===== config.mk =====
export PLATFORM = sky130hd
export DESIGN_NAME = cache_ctrl_fsm
export DESIGN_NICKNAME = d
export VERILOG_FILES = /design/src/rtl/cache_ctrl_fsm.sv
export SDC_FILE = /design/constraint.sdc
export NUM_CORES = 1
export LEC_CHECK = 0
export CORE_MARGIN = 1
export CORE_UTILIZATION = 35
export CTS_CLUSTER_SIZE = 25
export DETAILED_ROUTE_END_ITERATION = 8
export PLACE_DENSITY = 0.56
export REMOVE_ABC_BUFFERS = 1
export SLEW_MARGIN = 30
export SYNTH_ARGS = -nofsm -noshare
export SYNTH_HDL_FRONTEND = slang
export SYNTH_SLANG_ARGS = --single-unit

===== constraint.sdc =====
create_clock -name CLK -period 6 [get_ports CLK]
set_input_delay 0.6 -clock CLK [delete_from_list [all_inputs] [get_ports CLK]]
set_output_delay 0.6 -clock CLK [all_outputs]
set_load 0.02 [all_outputs]

===== src/rtl/cache_ctrl_fsm.sv =====
// Sequencing controller for a direct-mapped, write-back, write-allocate cache.
// Holds the tag/valid/dirty store, serves one CPU access at a time, runs the
// RAM writeback/fill handshake and drives the line datapath selects.
module cache_ctrl_fsm #(
  parameter int ADDR_W   = 16,
  parameter int INDEX_W  = 4,
  parameter int OFFSET_W = 4,
  parameter int B_VAL_W  = 4,
  parameter int CNT_W    = 16
) (
  input  logic                CLK,
  input  logic                RESET,
  input  logic                IN_CPU_REQ,
  input  logic                IN_CPU_WR,
  input  logic [ADDR_W-1:0]   IN_CPU_ADDR,
  input  logic [B_VAL_W-1:0]  IN_B_VAL,
  output logic                OUT_CPU_BUSY,
  output logic                OUT_CPU_DONE,
  output logic                OUT_RAM_REQ,
  output logic                OUT_RAM_WR,
  output logic [ADDR_W-1:0]   OUT_RAM_ADDR,
  input  logic                IN_RAM_ACK,
  output logic                OUT_SIG_RAM_LOAD,
  output logic                OUT_WR_FLAG,
  output logic [B_VAL_W-1:0]  OUT_B_VAL,
  output logic [OFFSET_W-1:0] OUT_ADDR_OFFSET,
  output logic [INDEX_W-1:0]  OUT_CACHE_INDEX,
  output logic                OUT_CACHE_WE,
  output logic [CNT_W-1:0]    OUT_HIT_CNT,
  output logic [CNT_W-1:0]    OUT_MISS_CNT
);

  localparam int TAG_W = ADDR_W - INDEX_W - OFFSET_W;
  localparam int LINES = 1 << INDEX_W;

  typedef enum logic [2:0] {
    S_IDLE, S_LOOKUP, S_WRITEBACK, S_FILL, S_RESP
  } state_t;

  state_t state, state_nxt;

  // latched request
  logic                wr_q;
  logic [TAG_W-1:0]    tag_q;
  logic [INDEX_W-1:0]  idx_q;
  logic [OFFSET_W-1:0] off_q;
  logic [B_VAL_W-1:0]  bval_q;

  // line bookkeeping; tags need no reset because valid gates every compare
  logic [TAG_W-1:0] tag_mem [LINES];
  logic [LINES-1:0] valid;
  logic [LINES-1:0] dirty;

  logic [CNT_W-1:0] hit_cnt;
  logic [CNT_W-1:0] miss_cnt;

  logic hit;
  logic ram_ack;

  assign hit     = valid[idx_q] && (tag_mem[idx_q] == tag_q);
  // ACK only counts while a line transaction is actually requested
  assign ram_ack = IN_RAM_ACK && (state == S_WRITEBACK || state == S_FILL);

  // state register; reset aborts any transaction in flight
  always_ff @(posedge CLK) begin
    if (RESET) state <= S_IDLE;
    else       state <= state_nxt;
  end

  // capture the access only when accepting it, so later input wiggles are ignored
  always_ff @(posedge CLK) begin
    if (RESET) begin
      wr_q   <= 1'b0;
      tag_q  <= '0;
      idx_q  <= '0;
      off_q  <= '0;
      bval_q <= '0;
    end else if (state == S_IDLE && IN_CPU_REQ) begin
      wr_q   <= IN_CPU_WR;
      tag_q  <= IN_CPU_ADDR[ADDR_W-1 -: TAG_W];
      idx_q  <= IN_CPU_ADDR[OFFSET_W +: INDEX_W];
      off_q  <= IN_CPU_ADDR[OFFSET_W-1:0];
      bval_q <= IN_B_VAL;
    end
  end

  // valid/dirty tracking: fill validates clean, writeback cleans, write hit dirties
  always_ff @(posedge CLK) begin
    if (RESET) begin
      valid <= '0;
      dirty <= '0;
    end else begin
      if (state == S_WRITEBACK && ram_ack) dirty[idx_q] <= 1'b0;
      if (state == S_FILL && ram_ack) begin
        valid[idx_q] <= 1'b1;
        dirty[idx_q] <= 1'b0;
      end
      if (state == S_RESP && wr_q) dirty[idx_q] <= 1'b1;
    end
  end

  // tag is installed on the fill ACK, together with the line data
  always_ff @(posedge CLK) begin
    if (!RESET && state == S_FILL && ram_ack) tag_mem[idx_q] <= tag_q;
  end

  // saturating hit/miss statistics, decided once per access in LOOKUP
  always_ff @(posedge CLK) begin
    if (RESET) begin
      hit_cnt  <= '0;
      miss_cnt <= '0;
    end else if (state == S_LOOKUP) begin
      if (hit) begin
        if (hit_cnt != '1) hit_cnt <= hit_cnt + CNT_W'(1);
      end else begin
        if (miss_cnt != '1) miss_cnt <= miss_cnt + CNT_W'(1);
      end
    end
  end

  // next state and datapath/RAM controls
  always_comb begin
    state_nxt        = state;
    OUT_CPU_DONE     = 1'b0;
    OUT_RAM_REQ      = 1'b0;
    OUT_RAM_WR       = 1'b0;
    OUT_RAM_ADDR     = '0;
    OUT_SIG_RAM_LOAD = 1'b0;
    OUT_WR_FLAG      = 1'b0;
    OUT_CACHE_WE     = 1'b0;
    case (state)
      S_IDLE: begin
        if (IN_CPU_REQ) state_nxt = S_LOOKUP;
      end
      S_LOOKUP: begin
        if (hit)                         state_nxt = S_RESP;
        else if (valid[idx_q] && dirty[idx_q]) state_nxt = S_WRITEBACK;
        else                             state_nxt = S_FILL;
      end
      S_WRITEBACK: begin
        // victim line goes out under its stored tag
        OUT_RAM_REQ  = 1'b1;
        OUT_RAM_WR   = 1'b1;
        OUT_RAM_ADDR = {tag_mem[idx_q], idx_q, {OFFSET_W{1'b0}}};
        if (ram_ack) state_nxt = S_FILL;
      end
      S_FILL: begin
        OUT_RAM_REQ  = 1'b1;
        OUT_RAM_ADDR = {tag_q, idx_q, {OFFSET_W{1'b0}}};
        if (ram_ack) begin
          // fill data is on the RAM bus only this cycle: write it straight in
          OUT_SIG_RAM_LOAD = 1'b1;
          OUT_CACHE_WE     = 1'b1;
          state_nxt        = S_RESP;
        end
      end
      S_RESP: begin
        OUT_CPU_DONE = 1'b1;
        OUT_CACHE_WE = wr_q;
        OUT_WR_FLAG  = wr_q;
        state_nxt    = S_IDLE;
      end
      default: state_nxt = S_IDLE;
    endcase
  end

  assign OUT_CPU_BUSY    = (state != S_IDLE);
  assign OUT_B_VAL       = bval_q;
  assign OUT_ADDR_OFFSET = off_q;
  assign OUT_CACHE_INDEX = idx_q;
  assign OUT_HIT_CNT     = hit_cnt;
  assign OUT_MISS_CNT    = miss_cnt;

endmodule


* After elaboration in Yosys (flattened, before gate mapping)
Memory sizes are Yosys's and may differ from the RTL's. A register that Yosys moved wholly into a read port is not among the register bits.
Index checks and enable logic that the tools add are counted.
** Word-level totals
- Register bits :: 88
- Bits in writable memories :: 128
- Bits of input ports :: 25
- Output and inout port bits :: 67
- Memories :: 1
** Cells by class
- Add/sub/neg operators :: 2
- Order comparisons :: 2
- Equal/unequal tests :: 10
- Muxes and demuxes :: 29
- Bitwise logic cells :: 6
- Reduce and logical (&&, ||, !) cells :: 18
** Memory list
- tag_mem :: depth 16, bits a word 8, read ports 1, clocked after Yosys merged registers in 1, write ports 1, RTL line 50 : logic [TAG_W-1:0] tag_mem [LINES];
** Operator list (number)
- 16-bit 2-to-1 mux :: 5
- 16-bit by 1-bit adder with 16-bit output (second input constant) :: 2
- 16-bit bitwise AND :: 2
- 16-bit inequality test (second input constant) :: 2
- 16-bit bitwise OR :: 2
- 16-bit one-hot mux with 2 select lines :: 1
- 16-bit NOT :: 1
- 1-bit 2-to-1 mux :: 12
- 3-bit 2-to-1 mux :: 4
- 3-bit one-hot mux with 4 select lines :: 1
- 1-bit logical AND :: 10
- 3-bit AND reduction :: 3
- 1-bit binary-select mux with 4-bit select :: 2
- 8-bit equality test :: 1
- 4-bit 2-to-1 mux :: 2
- 3-bit by 2-bit equality test with 1-bit output (second input constant) :: 2
- 2-bit inequality test (second input constant) :: 3
- 4-bit by 5-bit less-than comparator with 1-bit output (second input constant) :: 1
- 1-bit demux with 4-bit select :: 1
- 4-bit by 1-bit greater-or-equal comparator with 1-bit output (second input constant) :: 1
- 3-bit by 1-bit equality test with 1-bit output (second input constant) :: 1
- 3-bit equality test (second input constant) :: 1
- 3-bit logical NOT :: 1
- 3-bit nonzero test :: 1
- other kinds (5) :: 5

* Logic depth before layout (Yosys ltp)
Gate-level depths: netlist (run 1).
- Word-level depth :: 13
- Mapped depth :: 12
- Mapped depth without buffers :: 8

* Worst setup path after synthesis (run 1)
Ideal clock, no wire load.
- Kind :: register to register
- Start point :: register idx_q[0] (netlist: OUT_CACHE_INDEX[0])
- End point :: register miss_cnt[11] (netlist: OUT_MISS_CNT[11])
- Setup time :: 70 ps
- Arrival time :: 2942 ps
- Path slack :: 2988 ps
- Stages on the path, launching flop included :: 10
- Buffers on the path :: 2
- Clock period less this slack :: 3012 ps
- Cells stage by stage :: dfxtp_1 > buf_4 > mux4_2 > mux4_2 > nand3_1 > and4b_4 > a31o_1 > buf_6 > or4_1 > a21oi_1
** On the way
- Longest elaborated chain between the ends :: 5
** Ends and longest elaborated chain
- from (decl) :: RTL line 45 : logic [INDEX_W-1:0] idx_q;
- from (signal assigned) :: RTL line 81 : idx_q <= IN_CPU_ADDR[OFFSET_W +: INDEX_W];
- 1-bit binary-select mux with 4-bit select :: RTL line 60 : assign hit = valid[idx_q] && (tag_mem[idx_q] == tag_q);
- 1-bit 2-to-1 mux (not written as such) :: RTL line 60
- 1-bit logical AND :: RTL line 60
- 1-bit NOT (no line)
- 3-bit AND reduction (no line)
- to (signal assigned) :: RTL line 116 : if (miss_cnt != '1) miss_cnt <= miss_cnt + CNT_W'(1);
- to (decl) :: RTL line 55 : logic [CNT_W-1:0] miss_cnt;
No other way between the ends. The select of a mux whose other input is x is not followed.
A chain may end at the register's enable or synchronous reset.

* Final worst setup path (run 1)
- Start point :: register state[1]
- End point :: output OUT_CACHE_WE
** On the way
- Longest elaborated chain between the ends :: 5
- Elaborated cells between the ends (all ways) :: 7
- Those cells by class :: 3 x eq/ne; 2 x mux; 2 x reduce/logical
** Ends and longest elaborated chain
- from (decl) :: RTL line 40 : state_t state, state_nxt;
- from (signal assigned) :: RTL line 67 : else state <= state_nxt;
- 3-bit by 2-bit equality test with 1-bit output, on equally long branches :: RTL line 62, 131
- 1-bit logical OR :: RTL line 62 : assign ram_ack = IN_RAM_ACK && (state == S_WRITEBACK || state == S_FILL);
- 1-bit logical AND :: RTL line 62
- 1-bit 2-to-1 mux :: RTL line 150 : if (ram_ack) begin
- 1-bit one-hot mux with 2 select lines (*) :: RTL line 131 : case (state)
- to (decl) :: RTL line 28 : output logic OUT_CACHE_WE,
Mark *: on every way between the ends. The rest lies on a longest branch, timed or not.

==> out/results.tsv, run 1 <==
metric	value	unit
fin crit period	4.06	ns
Crit. End Element	primary output	
Yosys cell types	62	
pre-CTS setup slack	2.12	ns
EDFF count, synth	128	
P_int	0.00268	W
PD cells	322	nW/um^2
Data arrival, critical path	3.46	ns
Worst-Skew Late Latency	0.53	ns
# Max-Cap Violations	0	
Synth Area in Compound Gates	9.39	%
n_diodes	0	
DR pass1 iterations	7	
Worst Max-Slew Pin Slew	0.917	ns
row count	59	
vias in the first global route	6213	
layout cells sized above 1	13.6	%
Max VDD drop	0.000142	V
hpwl dp	14600	um
min setup slack post-route	1.94	ns
final WL	24100	um
Crit path buffers/inverters	2	
final hold violation count	0	
DR vias	6432	
critical setup path kind	reg2out	
RSZ-0062 raised after global routing	no	
Post-CTS Hold Buffers	0	
clock sink count	220	
io pins	92	
main combinational cell family by area after synthesis	simple AND/OR/NAND/NOR gates	
fmax	0.246	GHz
port bufs	87	
DRT iter0 DRCs	434	
Seq pwr share	47.6	%
final period utilization	67.6	%
ys flop type	edfxtp_1	
mean post-synth cell area	12.4	sq um
gr ovfl total	0	
die area	27700	sq um
XOR/XNOR Fraction of Synth Area	0.555	%
Final Max Tran Viols	0	
critical path required time	5.40	ns
status	complete, but fails checks	
Cells after Synth	761	
min-delay worst type	reg2reg	
H-tree Lvls	1	
yosys warns	0	
CTS Root Buffer Type	clkbuf_16	
leakage	3.85	nW
mux cell area share after synthesis	12.6	%
Synth Area in Simple Gates	13.6	%
DR WL/cell	20.2	um
Post CTS Setup Buffer Count	0	
Detail Route Antenna Nets	0	
slowest CP cell	clkdlybuf4s50_1	
GRT Util Overall	17.2	%
failing checks	DRC	
CP Launch Type	register	
CTS Buffer Depth	3	
setup TNS	0	ns
cts repair resizes	0	
cell family with most CP delay	simple AND/OR/NAND/NOR gates	
CP Max Fanout	17	
post-synthesis sequential area ratio	60.0	%
CP cell instances	nand2b_1, inv_1, nand2_1, nor2_1, or2_2, clkdlybuf4s50_1	
largest net degree at the start of global routing	74	
Nets	867	
Logic pwr share	12.6	%
global-route wire length before repair	36800	um
via density per instance	5.39	
CP peak stage delay	0.60	ns
CTS tree	built	
Post-Synth Adder-Cell Area	0.264	%
Sw Share	27.0	%
clock skew	0.0219	ns
clock network power share	39.7	%
Worst-path clk slew	0.06	ns
chip height	167	um
most frequent cells in the layout	128 x edfxtp_1, 90 x dfxtp_1, 86 x clkdlybuf4s50_1	
Die Width	167	um
Slew headroom	38.8	%
Placer Congestion	0.764	
residual DRC count	2	
commonest non-fill, non-tap cell in the layout	edfxtp_1	
core area	26300	sq um
Synth Register Bits	220	
Syn Std Cell Area	9470	sq um
Initial Util	36.0	%
NetSw	0.000992	W
antenna violations before repair	0	
Synth async-reset ratio	0	%
Synth-to-Final Area Change	20.6	%
Setup Viol. Count Final	0	
total CTS buffers	24	
flip-flops by register name (all words and copies together) (netlist names), named ones only:
signal	flops
OUT_MISS_CNT	16
wr_q	1
OUT_ADDR_OFFSET	4
tag_mem	128
tag_q	8
OUT_B_VAL	4
dirty	16
OUT_HIT_CNT	16
valid	16
OUT_CACHE_INDEX	4
state	3
final timing paths:
check,start,endpoint,slack [ns],depth (start not counted)
max reg2reg,state[1],tag_mem[4][7],2.11,7
min,valid[10],valid[10],0.45,1
min reg2reg,valid[10],valid[10],0.45,1
max,state[1],OUT_CACHE_WE,1.94,6
Yosys cell counts, types with 3 or more instances:
cell type | instances | area, sq um
nand2_1 | 74 | 278
o31ai_1 | 18 | 135
mux2i_1 | 21 | 210
a21oi_1 | 70 | 350
nor3b_1 | 4 | 30.0
nor2b_1 | 15 | 93.8
mux4_1 | 3 | 78.8
nand3_1 | 33 | 165
a2111oi_0 | 3 | 26.3
mux2_2 | 8 | 90.1
a21o_1 | 16 | 120
mux2_1 | 4 | 45.0
nor4_1 | 4 | 25.0
buf_2 | 6 | 30.0
nor2_1 | 38 | 143
buf_1 | 6 | 22.5
and2_1 | 8 | 50.1
buf_6 | 5 | 56.3
mux4_2 | 34 | 766
inv_1 | 7 | 26.3
nand2b_1 | 3 | 18.8
nand4_1 | 15 | 93.8
buf_4 | 8 | 60.1
nor3_1 | 7 | 35.0
xnor2_1 | 4 | 35.0
and3_1 | 12 | 75.1
or4_1 | 19 | 143
or3_1 | 4 | 25.0
o21ai_0 | 22 | 110
dfxtp_1 | 92 | 1840
clkbuf_1 | 33 | 124
edfxtp_1 | 128 | 3840
routing by layer:
metal | up-vias | wire length [um] | GRT usage [%]
li1 | 3040 | - | -
met1 | 3193 | 11300 | 24.5
met2 | 161 | 11100 | 27.4
met3 | 38 | 1300 | 2.78
met4 | 0 | 499 | 3.86
met5 | - | 0 | 0
power groups by stage:
stage	combinational (W)	sequential [W]	clock [W]
detailed placement	0.000467	0.00178	0
CTS	0.000469	0.00175	0.00149
global route	0.000502	0.00176	0.00155
global placement	0.000467	0.00178	0
floorplan	0.000267	0.00177	0
finish	0.000464	0.00175	0.00146
through the flow:
step	cells	hold WS, ns	cell area (sq um)	power, W	utilization, %
final	1193	0.449	11400	0.00368	43.5
after CTS	1193	0.448	11400	0.00371	43.5
after detailed placement	1149	0.433	10600	0.00225	40.5
after global routing	1193	0.468	11400	0.00381	43.5
after floorplan	704	0.421	9180	0.00204	-
after global placement	1149	0.430	10600	0.00225	40.5
worst reg2reg max path: stages (launching register included):
cell	delay, ns
dfxtp_1	0.50
nand2b_1	0.36
inv_1	0.41
nand2_1	0.44
nor2_1	0.45
nand2_1	0.44
nor2_1	0.71
buf_4	0.30
cells by family after synthesis:
group | count (synthesis)
buffers and inverters | 69
multiplexers | 70
AND/OR/NAND/NOR | 246
AO/OA/AOI/OAI | 147
XOR/XNOR | 6
other | 1
flip-flops | 220
adder cells (fa/ha/maj) | 2
cell type report:
| type | count | area (sq um) |
|---|---|---|
| Clock buffer | 27 | 622 |
| Clock inverter | 17 | 159 |
| Fill cell | 2478 | 14900 |
| Inverter | 9 | 33.8 |
| Multi-Input combinational cell | 475 | 3460 |
| Sequential cell | 220 | 5690 |
| Tap cell | 335 | 419 |
| Timing Repair Buffer | 110 | 1040 |
No activity file was read; power rests on OpenSTA's default activity.
==> run 2: changes to the inputs <==
- PLACE_DENSITY: 0.56 -> 0.58
- clock period: 6 -> 3.45 ns (I/O delays scaled with it)
==> run 2 against run 1 <==
Net effect: the flow still finishes with violations (DRC); cell count rose by 2.5%; sequential power rose by 67%; cell area is 1.7% higher; count of clock-buffer cells in the layout increased by 3; routed wire length rose by 1.2%; global-route usage is 0.42 points higher; combinational power grew 120%; first-iteration DRC count rose by 27%; worst setup slack got worse by 1.8 ns; worst hold slack lost 0.11 ns; die area is the same; critical path type unchanged.
==> out/results.tsv, run 2 (synthesized netlist as in run 1, its figures left out) <==
metric	value	unit
min-delay worst type	in2reg	
Setup Viol. Count Final	0	
Filler cells	2416	
failing checks	DRC	
critical path required time	3.11	ns
Reg with most FFs	tag_mem	
Worst Max-Slew Pin Slew	0.843	ns
final period utilization	94.6	%
fmax	0.306	GHz
pre-CTS setup slack	0.172	ns
Sw Share	26.7	%
Initial Util	36.0	%
n_diodes	0	
vias in the first global route	6271	
clock skew	0.0156	ns
global-route wire length before repair	37600	um
min-delay src	RESET	
Finished Core Util	44.2	%
CP Max Fanout	12	
leakage	4.00	nW
min setup slack post-route	0.187	ns
clock network power share	37.9	%
layout cells sized above 1	16.0	%
DR vias	6637	
Data arrival, critical path	2.92	ns
Min Hold Slack	0.342	ns
Logic pwr share	16.0	%
status	complete, but fails checks	
P_int	0.00465	W
core area	26300	sq um
Worst-path clk slew	0.06	ns
die area	27700	sq um
Detail Route Antenna Nets	0	
CP peak stage delay	0.68	ns
io pins	92	
Slew headroom	43.8	%
DR WL/cell	20.0	um
Most Frequent Cell on Critical Path	mux2i_1	
Post CTS Setup Buffer Count	0	
# Max-Cap Violations	0	
CTS Root Buffer Type	clkbuf_16	
GRT Util Overall	17.6	%
CP cell instances	mux4_2, mux2i_1, mux2i_1, nand2_1, a21oi_1, clkdlybuf4s50_1	
commonest non-fill, non-tap cell in the layout	edfxtp_1	
hpwl dp	15400	um
port bufs	87	
H-tree Lvls	1	
PD cells	546	nW/um^2
row count	59	
Synth-to-Final Area Change	22.6	%
area of the multi-input gates	3460	sq um
via density per instance	5.43	
Placer Congestion	0.762	
Seq pwr share	46.1	%
Crit. End Element	primary output	
Max VDD drop	0.000298	V
residual DRC count	3	
Nets	897	
most frequent cells in the layout	128 x edfxtp_1, 90 x dfxtp_1, 86 x clkdlybuf4s50_1	
RSZ-0062 raised after global routing	no	
register area	5690	sq um
Reg2Reg Setup Slack	0.22	ns
chip height	167	um
final WL	24400	um
critical setup path kind	reg2out	
Final Max Tran Viols	0	
slowest CP cell	dfxtp_1	
Die Width	167	um
CTS Buffer Depth	3	
CTS tree	built	
NetSw	0.00169	W
fin crit period	3.26	ns
clock sink count	220	
gr ovfl total	0	
DRT iter0 DRCs	550	
CP Launch Type	register	
Worst-Skew Late Latency	0.52	ns
total power	0.00634	W
max FFs per register	128	
total CTS buffers	24	
final hold violation count	0	
DR pass1 iterations	7	
largest net degree at the start of global routing	74	
antenna violations before repair	0	
## run 2: cell types whose count changed in the layout (fill, tap and decap cells not counted)
cell / delta
a31o_1: +1
a31o_2: -1
and2_1: +1
and2_2: -1
buf_12: +1
buf_4: +29
bufinv_16: -1
clkbuf_1: +3
clkinv_2: +4
clkinvlp_4: -5
dfxtp_2: +1
dfxtp_4: -1
inv_6: -1
## run 2: per-layer routing
metal / wire length [um] / track usage (%)
met2: 10800 / 26.3
met1: 11300 / 25.7
met4: 778 / 6.00
met5: 0 / 0
met3: 1550 / 2.97
## run 2: stage by stage
step                      setup TNS, ns  instance area (sq um)  cells
after detailed placement              0                  10900   1179
after floorplan                   -4.79                   9180    704
after CTS                             0                  11600   1223
after global routing                  0                  11600   1223
after global placement                0                  10900   1179
final                                 0                  11600   1223
## run 2: layout make-up
type	count	share of cell area, %
inverter	9	0.291
clock inverter	14	0.883
clock buffer	30	5.45
multi-input combinational	475	29.8
sequential	220	49.0
tap	335	3.61
timing repair buffer	140	11.0
## run 2: final timing paths
path | to | cells after the start
max | OUT_RAM_ADDR[10] | 6
min | OUT_HIT_CNT[9] | 4
max reg2reg | OUT_HIT_CNT[10] | 8
min reg2reg | OUT_ADDR_OFFSET[2] | 2
## run 2: power groups by stage
stage | clock network, W | registers, W | logic (W)
floorplan | 0 | 0.00308 | 0.000464
global placement | 0 | 0.00298 | 0.00102
detailed placement | 0 | 0.00298 | 0.00102
CTS | 0.00245 | 0.00292 | 0.00103
global route | 0.00255 | 0.00293 | 0.00110
finish | 0.00240 | 0.00292 | 0.00102
## run 2: worst max-delay path, delay by kind of cell, from the launching register on
family                 cells  cell delay, ns
multiplexers               3            0.70
flip-flops                 1            0.68
buffers and inverters      1            0.66
AO/OA/AOI/OAI              1            0.25
AND/OR/NAND/NOR            1            0.10
## run 2: what timing repair did
item | in CTS | in global routing
hold endpoints to repair | 0 | 0
endpoints found under the setup margin | 0 | 16
hold buffers | 0 | 0
resized for setup | 0 | 1
==> run 3: changes to the inputs <==
- RECOVER_POWER: default -> 50
==> run 3 against run 2 <==
Net effect: the run still ends with DRC left; sequential cell count unchanged; via count down 0.53%; critical path depth unchanged; cell area fell by 0.29%; clock skew barely moved; sequential power about the same; total power decreased by 0.23%; clock power barely moved.
==> out/results.tsv, run 3 (synthesized netlist as in run 1, its figures left out) <==
metric	value	unit
status	complete, but fails checks	
failing checks	DRC	
min-delay worst type	in2reg	
Most Frequent Cell on Critical Path	mux2i_1	
largest net degree at the start of global routing	74	
io pins	92	
core area	26300	sq um
chip height	167	um
Final Max Tran Viols	0	
total power	0.00633	W
Post CTS Setup Buffer Count	0	
Nets	897	
port bufs	87	
hpwl dp	15400	um
Worst Max-Slew Pin Slew	1.08	ns
Reg with most FFs	tag_mem	
CP cell instances	mux4_2, mux2i_1, mux2i_1, nand2_1, a21oi_1, clkdlybuf4s50_1	
final hold violation count	0	
row count	59	
Synth-to-Final Area Change	22.3	%
min setup slack post-route	0.198	ns
DR vias	6602	
Placer Congestion	0.762	
clock sink count	220	
CP Launch Type	register	
leakage	4.11	nW
Initial Util	36.0	%
slowest CP cell	dfxtp_1	
total CTS buffers	24	
DRT iter0 DRCs	556	
Die Width	167	um
H-tree Lvls	1	
DR pass1 iterations	7	
critical path required time	3.11	ns
final WL	24400	um
Min Hold Slack	0.340	ns
fmax	0.307	GHz
PD cells	546	nW/um^2
# Max-Cap Violations	0	
CTS Buffer Depth	3	
CTS Root Buffer Type	clkbuf_16	
final period utilization	94.3	%
cts repair resizes	0	
clock skew	0.0153	ns
commonest non-fill, non-tap cell in the layout	edfxtp_1	
die area	27700	sq um
max FFs per register	128	
RSZ-0062 raised after global routing	no	
n_diodes	0	
Crit. End Element	primary output	
Worst-path clk slew	0.06	ns
Worst-Skew Late Latency	0.52	ns
CTS tree	built	
critical setup path kind	reg2out	
layout cells sized above 1	15.0	%
fin crit period	3.25	ns
residual DRC count	3	
gr ovfl total	0	
antenna violations before repair	0	
Setup Viol. Count Final	0	
Slew headroom	27.8	%
most frequent cells in the layout	128 x edfxtp_1, 90 x dfxtp_1, 74 x nand2_1	
CP Max Fanout	12	
cell family with most CP delay	multiplexers	
Max VDD drop	0.000299	V
Post-CTS Hold Buffers	0	
DR WL/cell	19.9	um
Detail Route Antenna Nets	0	
GRT Util Overall	17.6	%
vias in the first global route	6271	
Crit path buffers/inverters	1	
CP peak stage delay	0.68	ns
Data arrival, critical path	2.91	ns
via density per instance	5.40	
global-route wire length before repair	37600	um
pre-CTS setup slack	0.172	ns
run 3: worst paths after layout:
path | startpoint | end | slack [ns] | cells past startpoint
max | register | OUT_RAM_ADDR[10] | 0.20 | 6
min | RESET | OUT_HIT_CNT[9] | 0.34 | 4
max reg2reg | register | OUT_HIT_CNT[10] | 0.22 | 8
min reg2reg | OUT_ADDR_OFFSET[2] | OUT_ADDR_OFFSET[2] | 0.45 | 2
run 3: final cells by class:
class / instances / area (sq um)
sequential: 220 / 5690
clock inverter: 14 / 103
inverter: 9 / 33.8
clock buffer: 30 / 633
fill: 2419 / 14700
timing repair buffer: 140 / 1240
multi-input combinational: 475 / 3460
tap: 335 / 419
run 3: through the flow:
stage                     util, %  setup TNS, ns  std cells  cell area [sq um]
after floorplan                 -          -4.79        704               9180
after global placement       41.4              0       1179              10900
after detailed placement     41.4              0       1179              10900
after CTS                    44.2              0       1223              11600
after global routing         44.1              0       1223              11600
final                        44.1              0       1223              11600
run 3: report_power, final:
part	leakage (nW)	switching (W)	internal, W	total, W
combinational	1.81	0.000612	0.000391	0.00100
clock	0.370	0.00102	0.00138	0.00240
sequential	1.93	0.0000603	0.00286	0.00292
total	4.11	0.00170	0.00463	0.00633
run 3: worst reg2reg max path: cells and delay by family, from the launching register on:
kind                   cells  cell delay (ns)
AND/OR/NAND/NOR            4             1.11
buffers and inverters      1             0.09
AO/OA/AOI/OAI              1             0.54
flip-flops                 1             0.68
multiplexers               2             0.69
run 3: routing by layer:
metal	vias up	GRT usage, %	routed length, um
li1	3097	-	-
met1	3272	25.7	11400
met2	187	26.3	10800
met3	46	2.97	1410
met4	0	6.00	782
met5	-	0	0
